$ cat src/rtl/lv_ow_req_arb_pkg.sv
// lv_ow_req_arb_pkg: shared constants and types for the LV one-wire request
// arbiter.
//   - FSM state type (OW_ARB_ST_W bits wide)
//   - requester index constants (FSM ADC, SPI bridge, OW watchdog)
//   - OW payload widths and the default ack timeout
package lv_ow_req_arb_pkg;

  localparam int OW_ARB_ST_W = 2;

  typedef enum logic [OW_ARB_ST_W-1:0] {
    OW_ARB_IDLE     = 2'd0,
    OW_ARB_ISSUE    = 2'd1,
    OW_ARB_WAIT_ACK = 2'd2,
    OW_ARB_RESP     = 2'd3
  } ow_arb_st_e;

  localparam int OW_SRC_FSM = 0;
  localparam int OW_SRC_SPI = 1;
  localparam int OW_SRC_WDG = 2;

  localparam int OW_N_REQ           = 3;
  localparam int OW_SRC_W           = 2;
  localparam int OW_ADDR_W          = 7;
  localparam int OW_DATA_W          = 8;
  localparam int OW_ARB_TIMEOUT_CYC = 512;

endpackage

$ cat src/rtl/lv_rr_pick.sv
// lv_rr_pick: combinational round-robin selector.
// Picks the first asserted request at or after i_ptr, wrapping modulo N_REQ.
// Ports:
//   i_req      request vector
//   i_ptr      priority pointer (must be < N_REQ)
//   o_gnt      one-hot grant (all zero when no request)
//   o_gnt_idx  index of the granted requester (0 when no request)
module lv_rr_pick #(
  parameter int N_REQ = 3,
  parameter int SRC_W = 2
) (
  input  logic [N_REQ-1:0] i_req,
  input  logic [SRC_W-1:0] i_ptr,
  output logic [N_REQ-1:0] o_gnt,
  output logic [SRC_W-1:0] o_gnt_idx
);

  logic found;

  // Outer loop walks priority order starting at the pointer; the inner loop
  // keeps every bit select at a constant index.
  always_comb begin
    o_gnt     = '0;
    o_gnt_idx = '0;
    found     = 1'b0;
    for (int i = 0; i < N_REQ; i++) begin
      for (int j = 0; j < N_REQ; j++) begin
        if (!found && i_req[j] && (j == ((int'(i_ptr) + i) % N_REQ))) begin
          found     = 1'b1;
          o_gnt[j]  = 1'b1;
          o_gnt_idx = SRC_W'(j);
        end
      end
    end
  end

endmodule

$ cat src/rtl/lv_ow_req_arb.sv
// lv_ow_req_arb: shares the LV one-wire controller between the ctrl FSM,
// the SPI register bridge and the OW watchdog.
// One transaction at a time, round-robin grant, ack timeout.
// Ports:
//   i_clk, i_rst_n                     clock, async active-low reset
//   i_ow_comm_ctrl                     0 blocks new grants
//   i_req/i_req_wr/i_req_addr/i_req_wdata   per-requester request + payload
//   o_ack/o_ack_status/o_rdata         one-cycle completion to the owner
//   o_ow_req/o_ow_wr/o_ow_addr/o_ow_wdata/o_ow_src   to the OW controller
//   i_ow_ack/i_ow_ack_status/i_ow_rdata             from the OW controller
//   o_timeout_err                      pulse with the ack of a timed-out txn
//   o_busy                             high whenever not IDLE
module lv_ow_req_arb
  import lv_ow_req_arb_pkg::*;
#(
  parameter int N_REQ       = OW_N_REQ,
  parameter int SRC_W       = OW_SRC_W,
  parameter int ADDR_W      = OW_ADDR_W,
  parameter int DATA_W      = OW_DATA_W,
  parameter int TIMEOUT_CYC = OW_ARB_TIMEOUT_CYC,
  parameter int TO_CNT_W    = $clog2(TIMEOUT_CYC)
) (
  input  logic                     i_clk,
  input  logic                     i_rst_n,
  input  logic                     i_ow_comm_ctrl,
  input  logic [N_REQ-1:0]         i_req,
  input  logic [N_REQ-1:0]         i_req_wr,
  input  logic [N_REQ*ADDR_W-1:0]  i_req_addr,
  input  logic [N_REQ*DATA_W-1:0]  i_req_wdata,
  output logic [N_REQ-1:0]         o_ack,
  output logic                     o_ack_status,
  output logic [DATA_W-1:0]        o_rdata,
  output logic                     o_ow_req,
  output logic                     o_ow_wr,
  output logic [ADDR_W-1:0]        o_ow_addr,
  output logic [DATA_W-1:0]        o_ow_wdata,
  output logic [SRC_W-1:0]         o_ow_src,
  input  logic                     i_ow_ack,
  input  logic                     i_ow_ack_status,
  input  logic [DATA_W-1:0]        i_ow_rdata,
  output logic                     o_timeout_err,
  output logic                     o_busy
);

  localparam logic [TO_CNT_W-1:0] TO_LAST = TO_CNT_W'(TIMEOUT_CYC - 1);

  function automatic logic [SRC_W-1:0] ptr_after(input logic [SRC_W-1:0] idx);
    return (idx == SRC_W'(N_REQ - 1)) ? '0 : idx + SRC_W'(1);
  endfunction

  ow_arb_st_e          state_q, state_d;
  logic [TO_CNT_W-1:0] cnt_q, cnt_d;
  logic [SRC_W-1:0]    ptr_q, ptr_d;
  logic [SRC_W-1:0]    src_q, src_d;
  logic [N_REQ-1:0]    gnt_q, gnt_d;
  logic                wr_q, wr_d;
  logic [ADDR_W-1:0]   addr_q, addr_d;
  logic [DATA_W-1:0]   wdata_q, wdata_d;
  logic [DATA_W-1:0]   rdata_q, rdata_d;
  logic                status_q, status_d;
  logic                to_q, to_d;

  logic [N_REQ-1:0]    pick_gnt;
  logic [SRC_W-1:0]    pick_idx;
  logic                sel_wr;
  logic [ADDR_W-1:0]   sel_addr;
  logic [DATA_W-1:0]   sel_wdata;

  lv_rr_pick #(
    .N_REQ (N_REQ),
    .SRC_W (SRC_W)
  ) u_pick (
    .i_req     (i_req),
    .i_ptr     (ptr_q),
    .o_gnt     (pick_gnt),
    .o_gnt_idx (pick_idx)
  );

  // Payload of the requester the selector currently favours.
  always_comb begin
    sel_wr    = 1'b0;
    sel_addr  = '0;
    sel_wdata = '0;
    for (int k = 0; k < N_REQ; k++) begin
      if (pick_gnt[k]) begin
        sel_wr    = i_req_wr[k];
        sel_addr  = i_req_addr[k*ADDR_W +: ADDR_W];
        sel_wdata = i_req_wdata[k*DATA_W +: DATA_W];
      end
    end
  end

  always_comb begin
    state_d  = state_q;
    cnt_d    = cnt_q;
    ptr_d    = ptr_q;
    src_d    = src_q;
    gnt_d    = gnt_q;
    wr_d     = wr_q;
    addr_d   = addr_q;
    wdata_d  = wdata_q;
    rdata_d  = rdata_q;
    status_d = status_q;
    to_d     = 1'b0;
    unique case (state_q)
      OW_ARB_IDLE: begin
        if ((|i_req) && i_ow_comm_ctrl) begin
          state_d = OW_ARB_ISSUE;
          src_d   = pick_idx;
          gnt_d   = pick_gnt;
          wr_d    = sel_wr;
          addr_d  = sel_addr;
          wdata_d = sel_wdata;
        end
      end
      OW_ARB_ISSUE: begin
        cnt_d   = '0;
        state_d = OW_ARB_WAIT_ACK;
      end
      OW_ARB_WAIT_ACK: begin
        cnt_d = cnt_q + TO_CNT_W'(1);
        // A real ack beats the terminal count landing in the same cycle.
        if (i_ow_ack) begin
          rdata_d  = i_ow_rdata;
          status_d = i_ow_ack_status;
          state_d  = OW_ARB_RESP;
        end else if (cnt_q == TO_LAST) begin
          rdata_d  = '0;
          status_d = 1'b1;
          to_d     = 1'b1;
          state_d  = OW_ARB_RESP;
        end
      end
      OW_ARB_RESP: begin
        ptr_d   = ptr_after(src_q);
        state_d = OW_ARB_IDLE;
      end
      default: state_d = OW_ARB_IDLE;
    endcase
  end

  always_ff @(posedge i_clk or negedge i_rst_n) begin
    if (!i_rst_n) begin
      state_q  <= OW_ARB_IDLE;
      cnt_q    <= '0;
      ptr_q    <= '0;
      src_q    <= '0;
      gnt_q    <= '0;
      wr_q     <= 1'b0;
      addr_q   <= '0;
      wdata_q  <= '0;
      rdata_q  <= '0;
      status_q <= 1'b0;
      to_q     <= 1'b0;
    end else begin
      state_q  <= state_d;
      cnt_q    <= cnt_d;
      ptr_q    <= ptr_d;
      src_q    <= src_d;
      gnt_q    <= gnt_d;
      wr_q     <= wr_d;
      addr_q   <= addr_d;
      wdata_q  <= wdata_d;
      rdata_q  <= rdata_d;
      status_q <= status_d;
      to_q     <= to_d;
    end
  end

  // Response outputs are gated by RESP so they read zero outside the ack
  // cycle even though the capture registers keep their contents.
  assign o_ack         = (state_q == OW_ARB_RESP) ? gnt_q : '0;
  assign o_ack_status  = (state_q == OW_ARB_RESP) & status_q;
  assign o_rdata       = (state_q == OW_ARB_RESP) ? rdata_q : '0;
  assign o_timeout_err = to_q;
  assign o_ow_req      = (state_q == OW_ARB_ISSUE);
  assign o_ow_wr       = wr_q;
  assign o_ow_addr     = addr_q;
  assign o_ow_wdata    = wdata_q;
  assign o_ow_src      = src_q;
  assign o_busy        = (state_q != OW_ARB_IDLE);

endmodule

$ cat config.mk
export PLATFORM = sky130hd
export DESIGN_NAME = lv_ow_req_arb
export DESIGN_NICKNAME = d
export VERILOG_FILES = /design/src/rtl/lv_ow_req_arb_pkg.sv /design/src/rtl/lv_rr_pick.sv /design/src/rtl/lv_ow_req_arb.sv
export SDC_FILE = /design/constraint.sdc
export NUM_CORES = 1
export LEC_CHECK = 0
export CORE_MARGIN = 2
export CORE_UTILIZATION = 43
export DETAILED_ROUTE_END_ITERATION = 10
export MAX_ROUTING_LAYER = met4
export PLACE_DENSITY = 0.8
export SYNTH_ARGS = -nofsm -noshare
export SYNTH_HDL_FRONTEND = slang
export SYNTH_HIERARCHICAL = 1
export SYNTH_SLANG_ARGS = --single-unit
$ cat constraint.sdc
create_clock -name i_clk -period 2.2 [get_ports i_clk]
set_input_delay 0.44 -clock i_clk [delete_from_list [all_inputs] [get_ports i_clk]]
set_output_delay 0.44 -clock i_clk [all_outputs]
set_load 0.03 [all_outputs]
==> results.ini, run 1 <==
[setup_path]
crit_type = flip-flop to output port
cp.required_ns = 1.76
startpoint_type = flip-flop
r2r_slack_ns = 0.16
r2r_end = state_q[1]
cp-end-kind = output port
r2r_cells = 7
crit_arrival_ns = 1.63
crit_slowest_cell = clkdlybuf4s50_1
worstPathMaxFanout = 4
crit_buf_inv = 2
slowest_delay_ns = 0.66
r2r_start = cnt_q[0]
critical_path.cell_chain = inv_1 -> ha_1 -> clkdlybuf4s50_1
crit_family = buffers and inverters

[clock_network]
cts_setup_buffers = 0
clk_pin_slew_ns = 0.08
clkSinkCount = 44
cts_tree = done
numCtsBuffers = 5
cts_root_buf = clkbuf_8
clk_latency_ns = 0.29
htree_levels = 2
clockBufferDepth = 2

[cells_and_area]
drive_gt1_frac = 0.110
antenna_cells = 0
fin_area_sq_um = 3600
nets = 417
syn_to_final_growth_pct = 50.0
nFillCells = 447

[timing]
relSlewSlack = 0.538
max_freq_mhz = 482
fin_crit_sh = 0.943
tightest_slew_ns = 0.688
skew_ns = 0.00340
min_period_ns = 2.07
rsz0062_at_grt = no
drv_slew = 0
fin_setup_tns_ns = 0
hold_viol = 0
setup_viol = 0

[placed_design]
routabilityCongestion = 0.819
dpl-instance-area_sq_um = 3530
dp_hpwl_microns = 4710
io_buffers = 96

[detailed_routing]
drcViolationCount = 0
viasPerCell = 5.32
wire_per_inst_microns = 14.8
ant_nets = 0
routed_wirelength_microns = 6150
drt_iter0_drc = 82
num_vias = 2215
firstDrtPassIters = 4

[power_and_ir_drop]
cellPowerDensity_nw_per_um2 = 1140
p_leak_nw = 1.57
ir_worst_vdd_mv = 0.720

[floorplan]
rows = 27
initial_core_util = 0.441
die_w_microns = 78.7
die_h_microns = 78.7
core-area_sq_um = 5440
die-area_sq_um = 6190
io_pins = 97

[logic_synthesis]
synthesis.nets = 310
ys_seq_area_frac = 0.459
yosys.area.top_type = dfrtp_1
ys_types = 39
synth_top_area_share = 0.459
syn_avg_cell_area_sq_um = 10.1
synthTopCellsByArea = dfrtp_1 46%, o31ai_1 6.6%, a221oi_1 5.1%
syn-cell-area_sq_um = 2400
syn-instance-count = 237
yosysWarnings = 6
ys_seq_elements = 44

[outcome]
status = finished clean

[global_route]
overflow = 0
antenna_found_initial = 0
grt_pass1_vias = 2152
grt_max_degree = 34
grt_pass1_wl_microns = 10000
grt_use_total = 0.212

[hold_path]
min_path_type = input pin to async pin

[run]
drv_cap = 0

## Yosys cell counts, drive strengths merged
library cell,number
dfrtp,44
a22o,8
nor3b,1
o21ba,2
a31o,1
or4,2
nor3,1
nor2,5
o31ai,21
o311ai,1
o2bb2ai,1
a2bb2oi,1
nand2b,2
nand3,7
mux2i,1
o22ai,1
o2111a,2
or3,1
nor2b,19
mux2,7
a22oi,2
buf,6
clkbuf,7
o21ai,5
a31oi,2
o21a,2
a21oi,4
a221oi,14
o32ai,2
inv,12
nand4,1
and2b,1
and2,15
nand2,27
ha,9
## layer usage
layer / routed length (microns) / GRT usage / vias to the layer above
li1: - / - / 1077
met3: 213 / 0.0368 / 9
met1: 2710 / 0.260 / 1081
met5: 0 / - / -
met2: 3120 / 0.356 / 48
met4: 102 / 0.0702 / 0
## stage by stage
step | setup slack (ns) | hold slack, ns | power (mW) | cells | utilization
after floorplan | 0.267 | 0.144 | 2.76 | 237 | -
after global placement | -0.0492 | 0.459 | 3.63 | 409 | 0.649
after detailed placement | -0.137 | 0.466 | 3.69 | 409 | 0.649
after CTS | 0.0722 | 0.187 | 4.13 | 416 | 0.660
after global routing | 0.0154 | 0.215 | 4.41 | 416 | 0.661
final | 0.126 | 0.170 | 4.09 | 416 | 0.661
## cell type report
cell class | instances | area (sq um) | area share
clock buffers | 6 | 72.6 | 0.0202
well taps | 72 | 90.1 | 0.0250
flip-flops and latches | 44 | 1100 | 0.306
multi-input cells | 168 | 1200 | 0.335
repair buffers | 113 | 1080 | 0.300
inverters | 12 | 45.0 | 0.0125
clock inverters | 1 | 5.00 | 0.00139
## worst max path at each step
stage / startpoint / end / slack (ns) / cells after the start
final: state_q[1] / o_ow_req / 0.13 / 3
after global routing: cnt_q[1] / state_q[1] / 0.02 / 7
after CTS: ptr_q[0] / o_ow_wdata[7] / 0.07 / 7
after detailed placement: i_req[0] / o_ow_wdata[7] / -0.14 / 6
after global placement: i_req[2] / o_ow_wdata[5] / -0.05 / 6
after floorplan: ptr_q[0] / o_ow_addr[0] / 0.27 / 8
## sequential cells by signal (all words and copies together) (netlist names)
signal and flops:
state_q 2, o_timeout_err 1, cnt_q 9, rdata_q 8, o_ow_addr 7, ptr_q 2, status_q 1, o_ow_wr 1
o_ow_wdata 8, o_ow_src 2, gnt_q 3
## power by group
| part | internal, mW | switching, mW |
|---|---|---|
| Sequential | 1.08 | 0.173 |
| Combinational | 1.07 | 1.30 |
| Clock | 0.216 | 0.256 |
| Total | 2.37 | 1.72 |
## timing repair
action / in CTS / in global routing
gates resized for setup: 13 / 2
hold buffers: 0 / 0
setup endpoints to repair: 13 / 14
## cells in the final DEF, fill, tap and decap left out, drive strengths merged, types with 9 or more instances in the layout
master | synthesis | routed
clkdlybuf4s50 | 0 | 82
dfrtp | 44 | 44
nand2 | 27 | 27
o31ai | 21 | 21
nor2b | 19 | 19
buf | 6 | 18
and2 | 15 | 15
a221oi | 14 | 14
dlygate4sd2 | 0 | 13
inv | 12 | 12
ha | 9 | 9
## kinds of logic after synthesis
kind of cell,synth area share
buf+inv,0.0454
compound gates,0.232
fa+ha+maj,0.0469
simple gates,0.179
flops,0.459
mux,0.0370
No activity file was read; power rests on OpenSTA's default activity.
==> run 2: changes to the inputs <==
--- a/config.mk
+++ b/config.mk
@@ -5,6 +5,7 @@
 export SDC_FILE = /design/constraint.sdc
 export NUM_CORES = 1
 export LEC_CHECK = 0
+export ABC_CLOCK_PERIOD_IN_PS = 2200
 export CORE_MARGIN = 2
 export CORE_UTILIZATION = 43
 export DETAILED_ROUTE_END_ITERATION = 10
==> results of run 2 <==
The final DEF is identical to that of run 1; final timing and power are the same.
==> run 3: changes to the inputs <==
--- a/config.mk
+++ b/config.mk
@@ -5,12 +5,15 @@
 export SDC_FILE = /design/constraint.sdc
 export NUM_CORES = 1
 export LEC_CHECK = 0
+export ABC_AREA = 1
 export ABC_CLOCK_PERIOD_IN_PS = 2200
 export CORE_MARGIN = 2
-export CORE_UTILIZATION = 43
+export CORE_UTILIZATION = 46
+export CTS_BUF_LIST = sky130_fd_sc_hd__clkbuf_4 sky130_fd_sc_hd__clkbuf_8
 export DETAILED_ROUTE_END_ITERATION = 10
 export MAX_ROUTING_LAYER = met4
-export PLACE_DENSITY = 0.8
+export PLACE_DENSITY = 0.83
+export RECOVER_POWER = 25
 export SYNTH_ARGS = -nofsm -noshare
 export SYNTH_HDL_FRONTEND = slang
 export SYNTH_HIERARCHICAL = 1
==> results.ini, run 3 <==
[logic_synthesis]
yosys-top-cells-count = 117 x nand2_1, 45 x inv_1, 44 x dfrtp_1  ; was 44 x dfrtp_1, 27 x nand2_1, 21 x o31ai_1
yosysMostFrequentCell = nand2_1  ; was dfrtp_1
syn-cell-area_sq_um = 2570  ; was 2400 sq um
yosysWarnings = 6  ; unchanged
synth_top_family_by_area = simple AND/OR/NAND/NOR gates  ; was compound AO/OA/AOI/OAI gates
synthArstFlopShare = 1.00  ; unchanged
synth_edf_count = 0  ; unchanged
synthMuxAreaShare = 0  ; was 0.0370
syn_avg_cell_area_sq_um = 7.34  ; was 10.1 sq um
syn-instance-count = 350  ; was 237
synth_fa_ha_area_frac = 0.0439  ; was 0.0469
ys_types = 28  ; was 39
synthXorXnorAreaFrac = 0.00682  ; was 0
yosys.area.top_type = dfrtp_1  ; unchanged
synthesis.nets = 423  ; was 310
synth-compound-area-share = 0.127  ; was 0.232
synth_flop_cell = dfrtp_1  ; unchanged
synthTopCellsByArea = dfrtp_1 43%, nand2_1 17%, a21oi_1 7.6%  ; was dfrtp_1 46%, o31ai_1 6.6%, a221oi_1 5.1%
ys_seq_area_frac = 0.429  ; was 0.459
synth_top_area_share = 0.429  ; was 0.459
ys_seq_elements = 44  ; unchanged
synthSimpleGateAreaFrac = 0.294  ; was 0.179

[timing]
fin_setup_tns_ns = 0  ; unchanged
min_period_ns = 2.16  ; was 2.07 ns
fin_crit_sh = 0.982  ; was 0.943
max_freq_mhz = 463  ; was 482 MHz
hold_viol = 0  ; unchanged
tightest_slew_ns = 0.911  ; was 0.688 ns
skew_ns = 0.0119  ; was 0.00340 ns
relSlewSlack = 0.393  ; was 0.538
setup_viol = 0  ; unchanged
drv_slew = 0  ; unchanged

[clock_network]
cts_tree = done  ; unchanged
cts_root_buf = clkbuf_8  ; unchanged
ctsHoldBuffers = 0  ; unchanged
htree_levels = 2  ; unchanged
clk_latency_ns = 0.29  ; about the same
clk_pin_slew_ns = 0.09  ; was 0.08 ns
clockBufferDepth = 2  ; unchanged
clkSinkCount = 44  ; unchanged
numCtsBuffers = 5  ; unchanged

[global_route]
grt_max_degree = 22  ; was 34
antenna_found_initial = 0  ; unchanged
grt_use_total = 0.229  ; was 0.212
grt_pass1_vias = 2564  ; was 2,152
grt_pass1_wl_microns = 11100  ; was 10,000 microns
overflow = 0  ; unchanged

[outcome]
status = finished clean  ; unchanged

[detailed_routing]
drt_iter0_drc = 185  ; was 82
firstDrtPassIters = 5  ; was 4
ant_nets = 0  ; unchanged
viasPerCell = 5.03  ; was 5.32
routed_wirelength_microns = 7260  ; was 6150 microns
drcViolationCount = 0  ; unchanged
wire_per_inst_microns = 13.7  ; was 14.8 microns
num_vias = 2673  ; was 2,215

[cells_and_area]
most-common-layout-cells = 113 x nand2_1, 80 x clkdlybuf4s50_1, 44 x dfrtp_1  ; was 82 x clkdlybuf4s50_1, 44 x dfrtp_1, 27 x nand2_1
drive_gt1_frac = 0.113  ; was 0.110
largest_reg_flops = 9  ; unchanged
fin_area_sq_um = 3870  ; was 3600 sq um
nets = 531  ; was 417
final_cells = 531  ; was 416
final_common_cell = nand2_1  ; was clkdlybuf4s50_1
nFillCells = 433  ; was 447
antenna_cells = 0  ; unchanged
multi_input_area_sq_um = 1290  ; was 1200 sq um
syn_to_final_growth_pct = 50.7  ; was 50.0%
top_register = cnt_q  ; unchanged
regArea_sq_um = 1100  ; unchanged

[placed_design]
dpl-instance-area_sq_um = 3660  ; was 3530 sq um
io_buffers = 96  ; unchanged
dp.cells = 519  ; was 409
routabilityCongestion = 0.873  ; was 0.819
dp_hpwl_microns = 5050  ; was 4710 microns

[floorplan]
die_h_microns = 78.7  ; about the same
die-area_sq_um = 6200  ; was 6190 sq um
die_w_microns = 78.7  ; about the same
io_pins = 97  ; unchanged
core-area_sq_um = 5440  ; unchanged
rows = 27  ; unchanged
initial_core_util = 0.472  ; was 0.441

[setup_path]
slowest_delay_ns = 0.42  ; was 0.66 ns
cp_common_cell = nand2_1
startpoint_type = flip-flop  ; unchanged
crit_type = flip-flop to flip-flop  ; was flip-flop to output port
cp-end-kind = flip-flop  ; was output port
crit_slowest_cell = dfrtp_1  ; was clkdlybuf4s50_1
critical_path.cell_chain = buf_6 -> ha_4 -> nand2_4 -> nand2_2 -> inv_1 -> o21ai_2 -> nor2_4 -> nand3_1 -> nand2_1 -> inv_2 -> nor2_4 -> nand2_1 -> a21oi_1 -> nand2_1 -> nand2_1  ; was inv_1 -> ha_1 -> clkdlybuf4s50_1
worstPathMaxFanout = 8  ; was 4
crit_arrival_ns = 2.40  ; was 1.63 ns
cp.required_ns = 2.44  ; was 1.76 ns

[run]
drv_cap = 0  ; unchanged

[power_and_ir_drop]
cellPowerDensity_nw_per_um2 = 1350  ; was 1140 nW/um^2
power_mw = 5.21  ; was 4.09 mW
ir_worst_vdd_mv = 0.807  ; was 0.720 mV
p_leak_nw = 1.98  ; was 1.57 nW

[hold_path]
min_path_type = input pin to async pin  ; unchanged

==> run 3: worst paths after layout <==
path	startpoint	end	slack (ns)	cells after the start
max	ptr_q[0]	o_ow_addr[0]	0.04	15
min reg2reg	o_ow_addr[5]	o_ow_addr[5]	0.49	2
max in group asynchronous	i_rst_n	o_ow_wdata[3]	0.69	2
min	i_rst_n	rdata_q[1]	0.22	1
max reg2reg	ptr_q[0]	o_ow_addr[0]	0.04	15
min in group i_clk	o_ow_addr[5]	o_ow_addr[5]	0.49	2
==> run 3: timing repair <==
item | 4_1_cts | 5_1_grt
hold endpoints to repair | 0 | 0
cloned | 0 | 1
endpoints found under the setup margin | 23 | 17
setup buffers | 0 | 4
pin swaps | 0 | 13
resized for setup | 11 | 23
==> run 3: final cells by class <==
cell class,count,share of cell area
Inverter,47,0.0462
Clock buffer,5,0.0178
Timing Repair Buffer,113,0.283
Multi-Input combinational cell,247,0.334
Sequential cell,44,0.285
Tap cell,72,0.0233
Clock inverter,3,0.0110
==> run 3: cell families (layout without fill, tap and decap cells) <==
logic type,after synthesis,count (layout)
and+or+nand+nor,177,178
adders and majority gates,9,9
DFF,44,44
buffers and inverters,60,168
AOI/OAI and AO/OA,58,58
xor gates and xnor gates,2,2
==> run 3: report_power, final <==
group / total (mW) / switching [mW] / internal, mW
Clock: 0.615 / 0.279 / 0.336
Combinational: 3.29 / 1.96 / 1.33
Sequential: 1.30 / 0.191 / 1.11
==> run 3: through the flow <==
step	hold slack, ns	worst slack (ns)	utilization
2_1_floorplan	0.144	0.243	-
3_3_place_gp	0.367	-0.109	0.672
3_5_place_dp	0.371	-0.245	0.672
4_1_cts	0.0518	0.00850	0.691
5_1_grt	0.291	-0.0799	0.711
6_report	0.222	0.0390	0.711
==> run 3: per-layer routing <==
layer / up-vias / global-route usage / part of all wire / wire length, microns
li1: 1314 / - / - / -
met1: 1250 / 0.267 / 0.42 / 3070
met2: 96 / 0.403 / 0.50 / 3630
met3: 13 / 0.0420 / 0.063 / 454
met4: 0 / 0.0667 / 0.015 / 106
met5: - / - / 0 / 0
==> run 3: critical path, delay by kind of cell (launching register included) <==
family,cells,cell delay [ns]
flip-flops,1,0.42
buffers and inverters,3,0.34
AO/OA/AOI/OAI,2,0.24
AND/OR/NAND/NOR,9,0.94
adder cells (fa/ha/maj),1,0.17
